<file path="config.mk">
export PLATFORM = sky130hd
export DESIGN_NAME = multi_alarm_ctrl_flat
export DESIGN_NICKNAME = d
export VERILOG_FILES = /design/src/rtl/multi_alarm_ctrl_pkg.sv /design/src/rtl/multi_alarm_ctrl_if.sv /design/src/rtl/multi_alarm_ctrl_time_add.sv /design/src/rtl/multi_alarm_ctrl.sv /design/src/flat_wrapper.sv
export SDC_FILE = /design/constraint.sdc
export NUM_CORES = 1
export LEC_CHECK = 0
export ABC_CLOCK_PERIOD_IN_PS = 11100
export BUFFER_PORTS_ARGS = -buffer_cell sky130_fd_sc_hd__buf_4
export CAP_MARGIN = 20
export CORE_ASPECT_RATIO = 0.6
export CORE_MARGIN = 2
export CORE_UTILIZATION = 30
export DETAILED_ROUTE_END_ITERATION = 10
export PLACE_DENSITY = 0.44
export SLEW_MARGIN = 30
export SYNTH_ARGS = -nofsm -noshare
export SYNTH_HDL_FRONTEND = slang
export SYNTH_SLANG_ARGS = --single-unit
</file>
<file path="constraint.sdc">
create_clock -name clk -period 11.1 [get_ports clk]
set_clock_uncertainty 0.2 [all_clocks]
set_input_delay 1.11 -clock clk [delete_from_list [all_inputs] [get_ports clk]]
set_output_delay 1.11 -clock clk [all_outputs]
set_load 0.005 [all_outputs]
</file>
<file path="src/rtl/multi_alarm_ctrl_pkg.sv">
// Shared constants and types for the multi-channel alarm controller.
//   HOURS_PER_DAY / MIN_PER_HOUR / SEC_PER_MIN : clock field ranges
//   alarm_state_e                              : ring arbitration FSM encoding
//   idx_width()                                : channel index width, at least 1 bit
package multi_alarm_ctrl_pkg;

    localparam int unsigned HOURS_PER_DAY = 24;
    localparam int unsigned MIN_PER_HOUR  = 60;
    localparam int unsigned SEC_PER_MIN   = 60;

    typedef enum logic [0:0] {
        ST_IDLE    = 1'b0,
        ST_RINGING = 1'b1
    } alarm_state_e;

    function automatic int unsigned idx_width(input int unsigned n);
        return (n > 1) ? $clog2(n) : 1;
    endfunction

endpackage

</file>
<file path="src/rtl/multi_alarm_ctrl_if.sv">
// Bus bundle between the clock top (master) and the alarm controller (slave).
//   master drives : sec_tick, cur_hour/minute/second, dnd, wr_* write port,
//                   stop_req, snooze_req
//   slave drives  : ring, ring_id, en_mask, pend_mask, wr_err
interface multi_alarm_ctrl_if #(
    parameter int unsigned N_ALARM = 4,
    parameter int unsigned TW      = 11
) ();
    import multi_alarm_ctrl_pkg::*;

    localparam int unsigned IW = idx_width(N_ALARM);

    logic               sec_tick;
    logic [TW-1:0]      cur_hour;
    logic [TW-1:0]      cur_minute;
    logic [TW-1:0]      cur_second;
    logic               dnd;
    logic               wr_en;
    logic [IW-1:0]      wr_sel;
    logic [TW-1:0]      wr_hour;
    logic [TW-1:0]      wr_minute;
    logic [TW-1:0]      wr_second;
    logic               wr_enable;
    logic               stop_req;
    logic               snooze_req;
    logic               ring;
    logic [IW-1:0]      ring_id;
    logic [N_ALARM-1:0] en_mask;
    logic [N_ALARM-1:0] pend_mask;
    logic               wr_err;

    modport master (
        output sec_tick, cur_hour, cur_minute, cur_second, dnd,
               wr_en, wr_sel, wr_hour, wr_minute, wr_second, wr_enable,
               stop_req, snooze_req,
        input  ring, ring_id, en_mask, pend_mask, wr_err
    );

    modport slave (
        input  sec_tick, cur_hour, cur_minute, cur_second, dnd,
               wr_en, wr_sel, wr_hour, wr_minute, wr_second, wr_enable,
               stop_req, snooze_req,
        output ring, ring_id, en_mask, pend_mask, wr_err
    );

endinterface

</file>
<file path="src/rtl/multi_alarm_ctrl_time_add.sv">
// Combinational hh:mm + OFFSET_MIN minutes with hour carry and midnight wrap.
//   hour_i, minute_i   : base time (hour 0..23, minute 0..59)
//   hour_o, minute_o   : shifted time
module multi_alarm_ctrl_time_add
    import multi_alarm_ctrl_pkg::*;
#(
    parameter int unsigned TW         = 11,
    parameter int unsigned OFFSET_MIN = 5
) (
    input  logic [TW-1:0] hour_i,
    input  logic [TW-1:0] minute_i,
    output logic [TW-1:0] hour_o,
    output logic [TW-1:0] minute_o
);

    localparam int unsigned SW = TW + 1;

    logic [SW-1:0] min_raw;
    logic [SW-1:0] hour_inc;
    logic          carry;

    // Offset is below one hour, so a single conditional subtract suffices.
    always_comb begin
        min_raw  = {1'b0, minute_i} + SW'(OFFSET_MIN);
        carry    = (min_raw >= SW'(MIN_PER_HOUR));
        minute_o = carry ? TW'(min_raw - SW'(MIN_PER_HOUR)) : TW'(min_raw);
        hour_inc = {1'b0, hour_i} + SW'(carry);
        hour_o   = (hour_inc >= SW'(HOURS_PER_DAY)) ? '0 : TW'(hour_inc);
    end

endmodule

</file>
<file path="src/rtl/multi_alarm_ctrl.sv">
// N-channel alarm controller: stores alarm times, matches them against the
// current time on each sec_tick, arbitrates ringing with pending queueing,
// snooze slots and ring auto-timeout.
//   clk, rst  : clock, asynchronous active-high reset
//   bus       : slave side of multi_alarm_ctrl_if (time, write port, buttons
//               in; ring, ring_id, en_mask, pend_mask, wr_err out)
module multi_alarm_ctrl
    import multi_alarm_ctrl_pkg::*;
#(
    parameter int unsigned N_ALARM    = 4,
    parameter int unsigned TW         = 11,
    parameter int unsigned SNOOZE_MIN = 5,
    parameter int unsigned RING_SEC   = 60
) (
    input  logic                clk,
    input  logic                rst,
    multi_alarm_ctrl_if.slave   bus
);

    localparam int unsigned IW = idx_width(N_ALARM);
    localparam int unsigned CW = 8;

    logic [TW-1:0]      al_hour_q  [N_ALARM];
    logic [TW-1:0]      al_min_q   [N_ALARM];
    logic [TW-1:0]      al_sec_q   [N_ALARM];
    logic [TW-1:0]      snz_hour_q [N_ALARM];
    logic [TW-1:0]      snz_min_q  [N_ALARM];
    logic [TW-1:0]      snz_sec_q  [N_ALARM];

    logic [N_ALARM-1:0] en_q, pend_q, pend_d, snz_vld_q, snz_vld_d;
    alarm_state_e       state_q, state_d;
    logic [IW-1:0]      ring_id_q, ring_id_d;
    logic               ring_q, ring_d;
    logic [CW-1:0]      ring_cnt_q, ring_cnt_d;
    logic               wr_err_q, wr_err_d;

    logic               wr_ok_c;
    logic [N_ALARM-1:0] wr_oh_c, hit_c, snz_match_c, cand_c, snz_set_c, ring_oh_c;
    logic               cand_any_c;
    logic [IW-1:0]      cand_idx_c;
    logic [TW-1:0]      snz_hour_c, snz_min_c;

    // Snooze target: current hh:mm plus the snooze offset.
    multi_alarm_ctrl_time_add #(
        .TW         (TW),
        .OFFSET_MIN (SNOOZE_MIN)
    ) u_snooze_add (
        .hour_i   (bus.cur_hour),
        .minute_i (bus.cur_minute),
        .hour_o   (snz_hour_c),
        .minute_o (snz_min_c)
    );

    // Write validation and one-hot channel select.
    always_comb begin
        wr_ok_c = bus.wr_en
                  && (bus.wr_hour   < TW'(HOURS_PER_DAY))
                  && (bus.wr_minute < TW'(MIN_PER_HOUR))
                  && (bus.wr_second < TW'(SEC_PER_MIN))
                  && (32'(bus.wr_sel) < N_ALARM);
        for (int unsigned i = 0; i < N_ALARM; i++) begin
            wr_oh_c[i]   = wr_ok_c && (32'(bus.wr_sel) == i);
            ring_oh_c[i] = (32'(ring_id_q) == i);
        end
    end

    // Per-channel match; a snooze slot is consumed when its time comes, even under dnd.
    always_comb begin
        for (int unsigned i = 0; i < N_ALARM; i++) begin
            snz_match_c[i] = bus.sec_tick && snz_vld_q[i]
                             && (bus.cur_hour   == snz_hour_q[i])
                             && (bus.cur_minute == snz_min_q[i])
                             && (bus.cur_second == snz_sec_q[i]);
            hit_c[i] = bus.sec_tick && !bus.dnd
                       && ((en_q[i] && (bus.cur_hour   == al_hour_q[i])
                                    && (bus.cur_minute == al_min_q[i])
                                    && (bus.cur_second == al_sec_q[i]))
                           || snz_match_c[i]);
        end
    end

    // Lowest-index ring candidate; a channel being rewritten is not eligible.
    always_comb begin
        cand_c     = (hit_c | pend_q) & ~wr_oh_c & {N_ALARM{!bus.dnd}};
        cand_any_c = 1'b0;
        cand_idx_c = '0;
        for (int i = int'(N_ALARM) - 1; i >= 0; i--) begin
            if (cand_c[i]) begin
                cand_any_c = 1'b1;
                cand_idx_c = IW'(i);
            end
        end
    end

    // Ring arbitration FSM: next state and registered-output next values.
    always_comb begin
        state_d    = state_q;
        ring_id_d  = ring_id_q;
        ring_cnt_d = ring_cnt_q;
        pend_d     = pend_q;
        snz_set_c  = '0;

        case (state_q)
            ST_IDLE: begin
                pend_d = pend_q | hit_c;
                if (cand_any_c) begin
                    state_d            = ST_RINGING;
                    ring_id_d          = cand_idx_c;
                    ring_cnt_d         = CW'(RING_SEC);
                    pend_d[cand_idx_c] = 1'b0;
                end
            end
            ST_RINGING: begin
                pend_d = pend_q | (hit_c & ~ring_oh_c);
                if (bus.dnd || bus.stop_req) begin
                    state_d = ST_IDLE;
                end else if (bus.snooze_req) begin
                    state_d   = ST_IDLE;
                    snz_set_c = ring_oh_c;
                end else if (|(wr_oh_c & ring_oh_c)) begin
                    state_d = ST_IDLE;
                end else if (bus.sec_tick) begin
                    ring_cnt_d = ring_cnt_q - CW'(1);
                    if (ring_cnt_q == CW'(1)) begin
                        state_d = ST_IDLE;
                    end
                end
            end
            default: state_d = ST_IDLE;
        endcase

        pend_d    = pend_d & ~wr_oh_c;
        if (bus.dnd) begin
            pend_d = '0;
        end
        snz_vld_d = ((snz_vld_q & ~snz_match_c) | snz_set_c) & ~wr_oh_c;
        if (state_d == ST_IDLE) begin
            ring_id_d = '0;
        end
        ring_d   = (state_d == ST_RINGING);
        wr_err_d = bus.wr_en && !wr_ok_c;
    end

    // FSM and control registers.
    always_ff @(posedge clk or posedge rst) begin
        if (rst) begin
            state_q    <= ST_IDLE;
            ring_id_q  <= '0;
            ring_cnt_q <= '0;
            ring_q     <= 1'b0;
            pend_q     <= '0;
            snz_vld_q  <= '0;
            wr_err_q   <= 1'b0;
        end else begin
            state_q    <= state_d;
            ring_id_q  <= ring_id_d;
            ring_cnt_q <= ring_cnt_d;
            ring_q     <= ring_d;
            pend_q     <= pend_d;
            snz_vld_q  <= snz_vld_d;
            wr_err_q   <= wr_err_d;
        end
    end

    // Per-channel alarm and snooze time storage.
    always_ff @(posedge clk or posedge rst) begin
        if (rst) begin
            en_q <= '0;
            for (int unsigned i = 0; i < N_ALARM; i++) begin
                al_hour_q[i]  <= '0;
                al_min_q[i]   <= '0;
                al_sec_q[i]   <= '0;
                snz_hour_q[i] <= '0;
                snz_min_q[i]  <= '0;
                snz_sec_q[i]  <= '0;
            end
        end else begin
            for (int unsigned i = 0; i < N_ALARM; i++) begin
                if (wr_oh_c[i]) begin
                    al_hour_q[i] <= bus.wr_hour;
                    al_min_q[i]  <= bus.wr_minute;
                    al_sec_q[i]  <= bus.wr_second;
                    en_q[i]      <= bus.wr_enable;
                end
                if (snz_set_c[i]) begin
                    snz_hour_q[i] <= snz_hour_c;
                    snz_min_q[i]  <= snz_min_c;
                    snz_sec_q[i]  <= bus.cur_second;
                end
            end
        end
    end

    assign bus.ring      = ring_q;
    assign bus.ring_id   = ring_id_q;
    assign bus.en_mask   = en_q;
    assign bus.pend_mask = pend_q;
    assign bus.wr_err    = wr_err_q;

endmodule

</file>
<file path="src/flat_wrapper.sv">
// flat-port wrapper written by rule: the top's interface ports become plain ports
module multi_alarm_ctrl_flat import multi_alarm_ctrl_pkg::*;
#(
    parameter int unsigned N_ALARM    = 4,
    parameter int unsigned TW         = 11,
    parameter int unsigned SNOOZE_MIN = 5,
    parameter int unsigned RING_SEC   = 60
)
  (clk, rst, bus_sec_tick, bus_cur_hour, bus_cur_minute, bus_cur_second, bus_dnd, bus_wr_en, bus_wr_sel, bus_wr_hour, bus_wr_minute, bus_wr_second, bus_wr_enable, bus_stop_req, bus_snooze_req, bus_ring, bus_ring_id, bus_en_mask, bus_pend_mask, bus_wr_err);
  multi_alarm_ctrl_if #(.N_ALARM(N_ALARM), .TW(TW)) bus_i ();
  input  logic clk;
  input  logic rst;
  input wire logic [$bits(bus_i.sec_tick)-1:0] bus_sec_tick;
  input wire logic [$bits(bus_i.cur_hour)-1:0] bus_cur_hour;
  input wire logic [$bits(bus_i.cur_minute)-1:0] bus_cur_minute;
  input wire logic [$bits(bus_i.cur_second)-1:0] bus_cur_second;
  input wire logic [$bits(bus_i.dnd)-1:0] bus_dnd;
  input wire logic [$bits(bus_i.wr_en)-1:0] bus_wr_en;
  input wire logic [$bits(bus_i.wr_sel)-1:0] bus_wr_sel;
  input wire logic [$bits(bus_i.wr_hour)-1:0] bus_wr_hour;
  input wire logic [$bits(bus_i.wr_minute)-1:0] bus_wr_minute;
  input wire logic [$bits(bus_i.wr_second)-1:0] bus_wr_second;
  input wire logic [$bits(bus_i.wr_enable)-1:0] bus_wr_enable;
  input wire logic [$bits(bus_i.stop_req)-1:0] bus_stop_req;
  input wire logic [$bits(bus_i.snooze_req)-1:0] bus_snooze_req;
  output wire logic [$bits(bus_i.ring)-1:0] bus_ring;
  output wire logic [$bits(bus_i.ring_id)-1:0] bus_ring_id;
  output wire logic [$bits(bus_i.en_mask)-1:0] bus_en_mask;
  output wire logic [$bits(bus_i.pend_mask)-1:0] bus_pend_mask;
  output wire logic [$bits(bus_i.wr_err)-1:0] bus_wr_err;
  assign bus_i.sec_tick = bus_sec_tick;
  assign bus_i.cur_hour = bus_cur_hour;
  assign bus_i.cur_minute = bus_cur_minute;
  assign bus_i.cur_second = bus_cur_second;
  assign bus_i.dnd = bus_dnd;
  assign bus_i.wr_en = bus_wr_en;
  assign bus_i.wr_sel = bus_wr_sel;
  assign bus_i.wr_hour = bus_wr_hour;
  assign bus_i.wr_minute = bus_wr_minute;
  assign bus_i.wr_second = bus_wr_second;
  assign bus_i.wr_enable = bus_wr_enable;
  assign bus_i.stop_req = bus_stop_req;
  assign bus_i.snooze_req = bus_snooze_req;
  assign bus_ring = bus_i.ring;
  assign bus_ring_id = bus_i.ring_id;
  assign bus_en_mask = bus_i.en_mask;
  assign bus_pend_mask = bus_i.pend_mask;
  assign bus_wr_err = bus_i.wr_err;
  multi_alarm_ctrl #(.N_ALARM(N_ALARM), .TW(TW), .SNOOZE_MIN(SNOOZE_MIN), .RING_SEC(RING_SEC)) u_core (.clk(clk), .rst(rst), .bus(bus_i));
endmodule
</file>
==> results.toml <==
[placed_design]
routabilityCongestion = 0.807
dpl.cell_count = 1918
io_buffers = 87
hpwlAfterDp_um = 31400
placed_cell_area_um2 = 15600
dp_slack_ps = 5280

[global_route]
gr-usage-all-layers = 0.186
top_usage_layer = "met1"
met3_usage = 0.0351
grt_pass1_vias = 9373
use_met2 = 0.240
grt_start_max_net_pins = 102
grt_pass1_wl_um = 67300
antenna_found_initial = 4
grt_overflow = 0
grtUsageMet1 = 0.310

[drt]
routed_via_density = 4.83
drt_iter0_drc = 662
antenna_left = 0
num_vias = 9523
drt-pass1-iter-count = 5
drc = 0
avgRoutedWirePerCell_um = 23.3
wirelength_um = 45900

[cells_and_area]
drive_gt1_frac = 0.223
final_cells = 1973
stdcell_area_um2 = 16700
area_delta_synth_final_pct = 16.3
nets = 1394

[die]
rows = 62
die_x_um = 286
die_h_um = 173
core_area_um2 = 47600
ios = 88
dieArea_um2 = 49700
start_util = 0.302

[worst_setup_path]
crit_fanout = 14
crit_type = "in -> reg"
path_cells = "buf_4, ha_1, o2111ai_1, xor2_1, nand4b_1, nor2_2, inv_1, ha_1, ha_1, nand3b_1, o22ai_1, a32o_1, nor4_1, and2_1, mux2_2"
cp_slowest_cell = "nor4_1"
crit_family = "simple AND/OR/NAND/NOR gates"
crit_required_ps = 11410
timing.rr.end = "u_core.ring_cnt_q[1]"
rr_worst_depth = 7
crit_path_start_kind = "primary input"
path_buf_inv = 2
r2r_slack_ps = 7520
cp-end-kind = "flip-flop"
r2r_start = "u_core.snz_hour_q[15]"
critPathArrivalTime_ps = 5640
critPathMaxStageDelay_ps = 730
cpMostUsedCell = "ha_1"

[clock_network]
clkSinkCount = 288
clk_latency_ps = 570
cts_setup_buffers = 0
tritoncts = "built"
h-tree-depth = 1
cts.repair.resized = 0
root_buffer = "clkbuf_16"
cts_buffers = 31
clk_path_buf_depth = 3
cts_hold_buf = 0
clkTransAtPathRegs_ps = 60

[logic_synthesis]
synth_top_cells_by_area = "dfrtp_1, xor2_1, mux2_2"
synth.top_cell.area_share = 0.502
yosysTopAreaCell = "dfrtp_1"
synth_flop_cell = "dfrtp_1"
netlist_area_um2 = 14400
synthCells = 1255
synthMostInstantiatedCell = "dfrtp_1"
synth_seq_cells = 288
ys_warn_count = 0
synth-seq-area-share = 0.502
synth_cell_types = 58
syn_nets = 1338
synth-edff-count = 0
syn_area_per_cell_um2 = 11.4
synth.top_cells.by_count = "dfrtp_1, xor2_1, mux2_2, xnor2_1, nand2_1"
synthArstFlopShare = 1.00

[flow_run]
drv_cap = 0

[timing]
fmax_mhz = 187
finalSetupTns_ps = 0
relSlewSlack = 0.225
setup_viol = 0
whs_ps = 295
finalHoldViolCount = 0
layout_min_cycle_time_ps = 5340
setup_slack_ps = 5760
rsz0062_at_grt = "no"
finalMaxSlewViolations = 0
worst_pin_slew_ps = 1150
finalCritPeriodShare = 0.481

[power]
power.leakage_nw = 8.02
power.density_nw_per_um2 = 141
vdd_drop_max_uv = 109

[outcome]
status = "finished, final reports clean"

[min_path]
whs_endpoint = "u_core.snz_sec_q[4]"
whs_path_depth = 2
holdCritStartpoint = "u_core.snz_sec_q[4]"
hp-class = "reg -> reg"
-- cells by family after synthesis --
| group | Yosys count | share of synthesized area |
|---|---|---|
| AO/OA/AOI/OAI | 94 | 0.0442 |
| XOR/XNOR | 288 | 0.176 |
| adder cells (fa/ha/maj) | 7 | 0.00610 |
| buffers and inverters | 83 | 0.0253 |
| flip-flops | 288 | 0.502 |
| multiplexers | 129 | 0.101 |
| AND/OR/NAND/NOR | 366 | 0.145 |
-- tightest hold or removal path, cell delays in order (launching register included) --
cell,delay [ps]
dfrtp_1,350
nand2_1,60
nand2_1,60
-- worst max-delay path by stage --
stage,from,to,slack [ps],cells past startpoint
floorplan,rst,u_core.al_hour_q[0],1840,1
global placement,bus_cur_minute[0],u_core.snz_hour_q[37],5350,15
detailed placement,bus_cur_minute[0],u_core.snz_hour_q[12],5280,15
CTS,bus_cur_minute[0],u_core.snz_hour_q[4],5910,15
global route,bus_cur_minute[0],u_core.snz_hour_q[33],5370,15
finish,bus_cur_minute[0],u_core.snz_hour_q[4],5760,15
-- sequential cells by signal, summed over array words and instances (netlist names) --
name                  flops
u_core.bus.wr_err         1
u_core.al_hour_q         44
u_core.bus.ring_id        2
u_core.snz_vld_q          4
u_core.al_min_q          44
u_core.bus.en_mask        4
u_core.snz_hour_q        44
u_core.al_sec_q          44
u_core.bus.pend_mask      4
u_core.ring_cnt_q         8
u_core.snz_min_q         44
u_core.state_q            1
u_core.snz_sec_q         44
-- cell usage in the layout, fill, tap and decap left out, types with 3 or more instances in the layout --
cell       synthesis  final
nand3b_1           3      3
clkbuf_8           0     11
nand4b_1           3      3
nor4_4             4      5
clkbuf_16          0     31
ha_1               7      7
o31ai_1           14     14
nor3_1            13     13
nor4_1            50     49
or4_1              6      6
clkinv_2           0      6
nor2b_1           66     66
a21oi_1            4      4
inv_1              8      7
buf_4              0     97
nand2_1           99     99
o21ai_0           41     41
nand4_1           32     32
mux2_2           128    128
nand3_1           18     18
a211oi_1           3      3
bufinv_16          0      4
nor2_1            18     18
a31oi_1            7      7
nand2b_1           6      6
and2_1            30     30
or3_1              4      3
dfrtp_1          288    288
xnor2_1          104    104
xor2_1           184    184
and3_1             3      3
-- metrics by stage --
stage / util / power (mW)
2_1_floorplan: - / 1.17
3_3_place_gp: 0.328 / 1.26
3_5_place_dp: 0.328 / 1.26
4_1_cts: 0.351 / 2.38
5_1_grt: 0.351 / 2.44
6_report: 0.351 / 2.35
-- cell type report --
cell class	instances	area, um^2
repair buffers	98	739
clock inverters	11	158
fillers	4729	30900
flip-flops and latches	288	7210
well taps	640	801
diodes	1	2.50
multi-input cells	884	6810
inverters	8	37.5
clock buffers	43	931
-- where the power goes --
part / internal, mW / total (mW) / switching (mW)
combinational: 0.0561 / 0.187 / 0.131
sequential: 1.05 / 1.05 / 0.0000558
clock: 0.671 / 1.11 / 0.439
-- metal layers --
layer  vias to the layer above  share of wire
met5                         -              0
met4                         0          0.020
met3                        50          0.056
met2                       238           0.38
met1                      4841           0.54
li1                       4394              -
(Power assumes the default switching activity.)
